===== src/rtl/button_event_arbiter.sv =====
// Button event arbiter: turns debounced levels into press/release/repeat events
// and hands them one at a time, round-robin across buttons, to a valid/ready consumer.
module button_event_arbiter #(
  parameter int N_BUTTONS     = 4,
  parameter int REPEAT_DELAY  = 25000000,
  parameter int REPEAT_PERIOD = 5000000
) (
  input  logic                         clk,
  input  logic                         rst,
  input  logic [N_BUTTONS-1:0]         clean_in,
  input  logic                         repeat_en,
  output logic                         evt_valid,
  input  logic                         evt_ready,
  output logic [$clog2(N_BUTTONS)-1:0] evt_id,
  output logic [1:0]                   evt_kind,
  output logic [N_BUTTONS-1:0]         held,
  output logic                         overflow,
  input  logic                         overflow_clr
);
  localparam int IDW = $clog2(N_BUTTONS);
  localparam int CW  = $clog2(REPEAT_DELAY + 1);
  localparam logic [CW-1:0] CNT_TOP = CW'(REPEAT_DELAY - 1);
  localparam logic [CW-1:0] CNT_RLD = CW'(REPEAT_DELAY - REPEAT_PERIOD);

  logic [N_BUTTONS-1:0] r_press, r_rel, r_rep;
  logic [IDW-1:0]       r_last;
  logic [N_BUTTONS-1:0] w_rise, w_fall, w_fire, w_pend;
  logic [N_BUTTONS-1:0] w_clr_press, w_clr_rel, w_clr_rep;
  logic [N_BUTTONS-1:0] w_ovf_vec;
  logic                 w_take, w_found;
  logic [IDW-1:0]       w_win;
  logic [1:0]           w_kind;

  assign w_rise = clean_in & ~held;
  assign w_fall = ~clean_in & held;
  assign w_pend = r_press | r_rel | r_rep;
  assign w_take = ~evt_valid | evt_ready;

  // Round-robin search starting just after the last granted button.
  always_comb begin : rr_pick
    int idx;
    w_found = 1'b0;
    w_win   = '0;
    idx     = 0;
    for (int k = 1; k <= N_BUTTONS; k++) begin
      idx = int'(r_last) + k;
      if (idx >= N_BUTTONS) idx = idx - N_BUTTONS;
      if (!w_found && w_pend[IDW'(idx)]) begin
        w_found = 1'b1;
        w_win   = IDW'(idx);
      end
    end
  end

  always_comb begin
    w_clr_press = '0;
    w_clr_rel   = '0;
    w_clr_rep   = '0;
    w_kind      = 2'b00;
    if (w_take && w_found) begin
      if (r_press[w_win]) begin
        w_clr_press[w_win] = 1'b1;
        w_kind             = 2'b00;
      end else if (r_rel[w_win]) begin
        w_clr_rel[w_win] = 1'b1;
        w_kind           = 2'b01;
      end else begin
        w_clr_rep[w_win] = 1'b1;
        w_kind           = 2'b10;
      end
    end
  end

  // A flag that survives this edge's load and is hit again means a merged event.
  assign w_ovf_vec = (r_press & ~w_clr_press & w_rise) | (r_rel & ~w_clr_rel & w_fall);

  always_ff @(posedge clk or posedge rst) begin
    if (rst) begin
      held      <= '0;
      r_press   <= '0;
      r_rel     <= '0;
      r_rep     <= '0;
      r_last    <= IDW'(N_BUTTONS - 1);
      evt_valid <= 1'b0;
      evt_id    <= '0;
      evt_kind  <= 2'b00;
      overflow  <= 1'b0;
    end else begin
      held    <= clean_in;
      r_press <= (r_press & ~w_clr_press) | w_rise;
      r_rel   <= (r_rel & ~w_clr_rel) | w_fall;
      r_rep   <= ((r_rep & ~w_clr_rep) | w_fire) & ~w_fall;
      if (w_ovf_vec != '0)   overflow <= 1'b1;
      else if (overflow_clr) overflow <= 1'b0;
      if (w_take) begin
        evt_valid <= w_found;
        if (w_found) begin
          evt_id   <= w_win;
          evt_kind <= w_kind;
          r_last   <= w_win;
        end
      end
    end
  end

  for (genvar g = 0; g < N_BUTTONS; g++) begin : g_rep
    logic [CW-1:0] r_cnt;
    always_ff @(posedge clk or posedge rst) begin
      if (rst)                        r_cnt <= '0;
      else if (held[g] && repeat_en)  r_cnt <= (r_cnt == CNT_TOP) ? CNT_RLD : r_cnt + 1'b1;
      else                            r_cnt <= '0;
    end
    assign w_fire[g] = held[g] & repeat_en & (r_cnt == CNT_TOP);
  end
endmodule


===== config.mk =====
export PLATFORM = sky130hd
export DESIGN_NAME = button_event_arbiter
export DESIGN_NICKNAME = d
export VERILOG_FILES = /design/src/rtl/button_event_arbiter.sv
export SDC_FILE = /design/constraint.sdc
export NUM_CORES = 1
export LEC_CHECK = 0
export ABC_AREA = 1
export BUFFER_PORTS_ARGS = -buffer_cell sky130_fd_sc_hd__buf_2
export CAP_MARGIN = 15
export CORE_MARGIN = 2
export CORE_UTILIZATION = 35
export DETAILED_ROUTE_END_ITERATION = 16
export GPL_ROUTABILITY_DRIVEN = 0
export GPL_TIMING_DRIVEN = 0
export PLACE_DENSITY = 0.47
export SETUP_SLACK_MARGIN = 0.4
export SLEW_MARGIN = 15
export SYNTH_ARGS = -nofsm -noshare
export SYNTH_HDL_FRONTEND = slang
export SYNTH_SLANG_ARGS = --single-unit

===== constraint.sdc =====
create_clock -name clk -period 11.1 [get_ports clk]
set_input_delay 2.22 -clock clk [delete_from_list [all_inputs] [get_ports clk]]
set_output_delay 2.22 -clock clk [all_outputs]
set_load 0.01 [all_outputs]

==> flow_summary.json <==
{
  "via_per_inst": 4.733,
  "clk_pin_slew_ns": 0.06,
  "syn_area_mm2": 0.006847,
  "synthTopCellsByCount": "nand2_1 (177), inv_1 (140), dfrtp_1 (122)",
  "hp-class": "flop to flop",
  "grt.overflow.total": 0,
  "cts.sinks": 124,
  "synth_top_area_share_pct": 44.59,
  "cp-start-kind": "flop",
  "post_cts_buffers": 0,
  "drtAntennaViolNets": 0,
  "hold_slack_ns": 0.4571,
  "layout.cells.non_filler": 1211,
  "fin_nets": 946,
  "hold_depth": 1,
  "postLayoutCoreUtil_pct": 41.29,
  "design.core.area_mm2": 0.01933,
  "synth.most_common_cell": "nand2_1",
  "synth_area_leaders": "dfrtp_1 (45%), nand2_1 (9.7%), inv_1 (7.7%)",
  "fin_crit_sh_pct": 28.86,
  "row_count": 51,
  "wirelength_mm": 16.00,
  "yosysWarnings": 0,
  "dp_cells": 1179,
  "yosysUniqueCellTypes": 41,
  "path_max_fanout": 3,
  "slew_violations": 0,
  "crit_slowest_cell": "dfrtp_1",
  "ys_async_sr_fraction_pct": 100.0,
  "drc_errors": 0,
  "ys.flop_type": "dfrtp_1",
  "crit_path_cell_trace": "buf_2",
  "cts.repair.resized": 0,
  "io_buffers": 18,
  "layout-drive-gt1-share_pct": 11.95,
  "track_usage_pct": 17.15,
  "power_mw": 1.430,
  "clockBufferDepth": 2,
  "clock-root-buffer": "clkbuf_16",
  "hpwl_mm": 11.80,
  "grt_pass1_vias": 5739,
  "synth_seq_cells": 124,
  "reg2reg_depth": 16,
  "post-route-min-period_ns": 3.203,
  "critPathMaxStageDelay_ns": 0.41,
  "outcome": "finished clean",
  "avgRoutedWirePerCell_um": 13.21,
  "die_w_um": 143.9,
  "max_freq_mhz": 312.2,
  "crit_buf_inv": 1,
  "synth_cells": 895,
  "start_util_pct": 35.41,
  "cp_num_cells": 1,
  "htreeDepth": 4,
  "cts_hold_buf": 0,
  "crit_type": "flop to primary output",
  "critPathTopFamily": "flip-flops",
  "grt_max_degree": 94,
  "yosys.area.top_type": "dfrtp_1",
  "worst_slew_pin_slew_ns": 0.6374,
  "finalSetupViolations": 0,
  "n_antenna_cell": 0,
  "relSlewSlack_pct": 56.95,
  "syn_avg_cell_area_um2": 7.650,
  "clkLatencyLatePin_ns": 0.42,
  "hold_viol": 0,
  "timing.setup.tns_ns": 0,
  "p_per_area_mw_per_mm2": 179.1,
  "skew_ns": 0.008753,
  "die_area_mm2": 0.02070,
  "cap_violations": 0,
  "area_delta_synth_final_pct": 16.59,
  "synth_nets": 908,
  "end_kind": "primary output",
  "leakagePower_nw": 3.225,
  "first_iter_violations": 331,
  "io_pins": 19,
  "antenna_found_initial": 0,
  "die_height_um": 143.9,
  "synth-edff-count": 0,
  "drt-pass1-iter-count": 4,
  "via_count": 5732,
  "grt_pass1_wl_mm": 28.08,
  "required_ns": 8.88,
  "vdd_drop_max_mv": 0.1319,
  "rsz0062_at_grt": "false",
  "tritoncts": "done",
  "cts_made_buffers": 17,
  "cp.arrival_ns": 0.98,
  "yosysSeqAreaShare_pct": 45.36
}
==> worst register-to-register path, stage by stage, from the launching register on <==
cell      delay (ns)
dfstp_2         0.53
inv_1           0.12
nand3_1         0.17
nand2_1         0.09
o21ai_0         0.27
nand3_2         0.20
nand2_2         0.19
nand2_1         0.08
nand2_1         0.06
nand2_1         0.05
nand2_1         0.11
inv_1           0.10
nand3b_1        0.13
nand3_1         0.12
nand2_1         0.09
inv_1           0.04
nand2_1         0.08
==> state kept, by name (all words and copies together) (netlist names) <==
register and cells:
held 4, evt_kind 2, r_press 4, g_rep.r_cnt 100, evt_id 2, r_last 2
evt_valid 1, overflow 1, r_rel 4, r_rep 4
==> worst paths after layout <==
check / start / end / slack [ns]
max: held[3] / held[3] / 7.90
min: g_rep[3].r_cnt[0] / g_rep[3].r_cnt[0] / 0.46
max reg2reg: r_last[0] / overflow / 8.62
min reg2reg: g_rep[3].r_cnt[0] / g_rep[3].r_cnt[0] / 0.46
max in group asynchronous: rst / r_last[1] / 8.61
min in group asynchronous: rst / g_rep[3].r_cnt[1] / 1.75
==> cells in the final DEF (no fill, tap or decap), types with 5 or more instances in the layout <==
master	n
a21oi_1	40
a31oi_1	15
buf_2	18
bufinv_16	6
clkbuf_1	10
clkbuf_16	17
dfrtp_1	122
inv_1	139
nand2_1	177
nand2_2	9
nand3_1	55
nand3_2	6
nand4_1	24
nor2_1	96
nor2_2	16
nor3_1	54
nor3b_1	12
nor4_1	22
o21ai_0	21
or2_2	10
xnor2_1	5
xor2_1	15
==> routing by layer <==
| layer | up-vias | share of wire (%) | wire length (µm) | GRT usage [%] |
|---|---|---|---|---|
| li1 | 3006 | - | - | - |
| met4 | 0 | 1.6 | 264 | 5.418 |
| met3 | 18 | 2.6 | 410 | 3.832 |
| met1 | 2658 | 51 | 8217 | 24.43 |
| met2 | 50 | 44 | 7109 | 25.91 |
| met5 | - | 0 | 0 | 0 |
==> stage by stage <==
step,instance area [µm²],worst slack (ns)
6_report,7983,7.897
5_1_grt,7983,7.796
3_3_place_gp,7268,3.743
2_1_floorplan,6847,5.584
3_5_place_dp,7303,7.479
4_1_cts,7983,7.875
==> cells by family after synthesis <==
logic type	count (synthesis)	share of synthesized area, %
compound gates	90	7.310
xor+xnor	20	2.559
fa+ha+maj	4	0.7310
buf+inv	155	8.625
flops	124	45.36
simple gates	502	35.42
==> report_power, final <==
part           internal (mW)  switching [mW]  leakage [nW]
Sequential             0.481          0.0187          1.67
Clock                  0.429           0.214         0.328
Combinational         0.0900           0.197          1.23
==> area by class of cell <==
type	instances	area, µm²
fillers	1996	11350
clock buffers	19	442.9
flip-flops and latches	124	3105
inverters	144	549.3
clock inverters	13	236.5
plain buffers	11	48.80
multi-input cells	616	3151
well taps	265	331.6
repair buffers	19	117.6
Note: power is estimated with default switching activity, not from simulation.
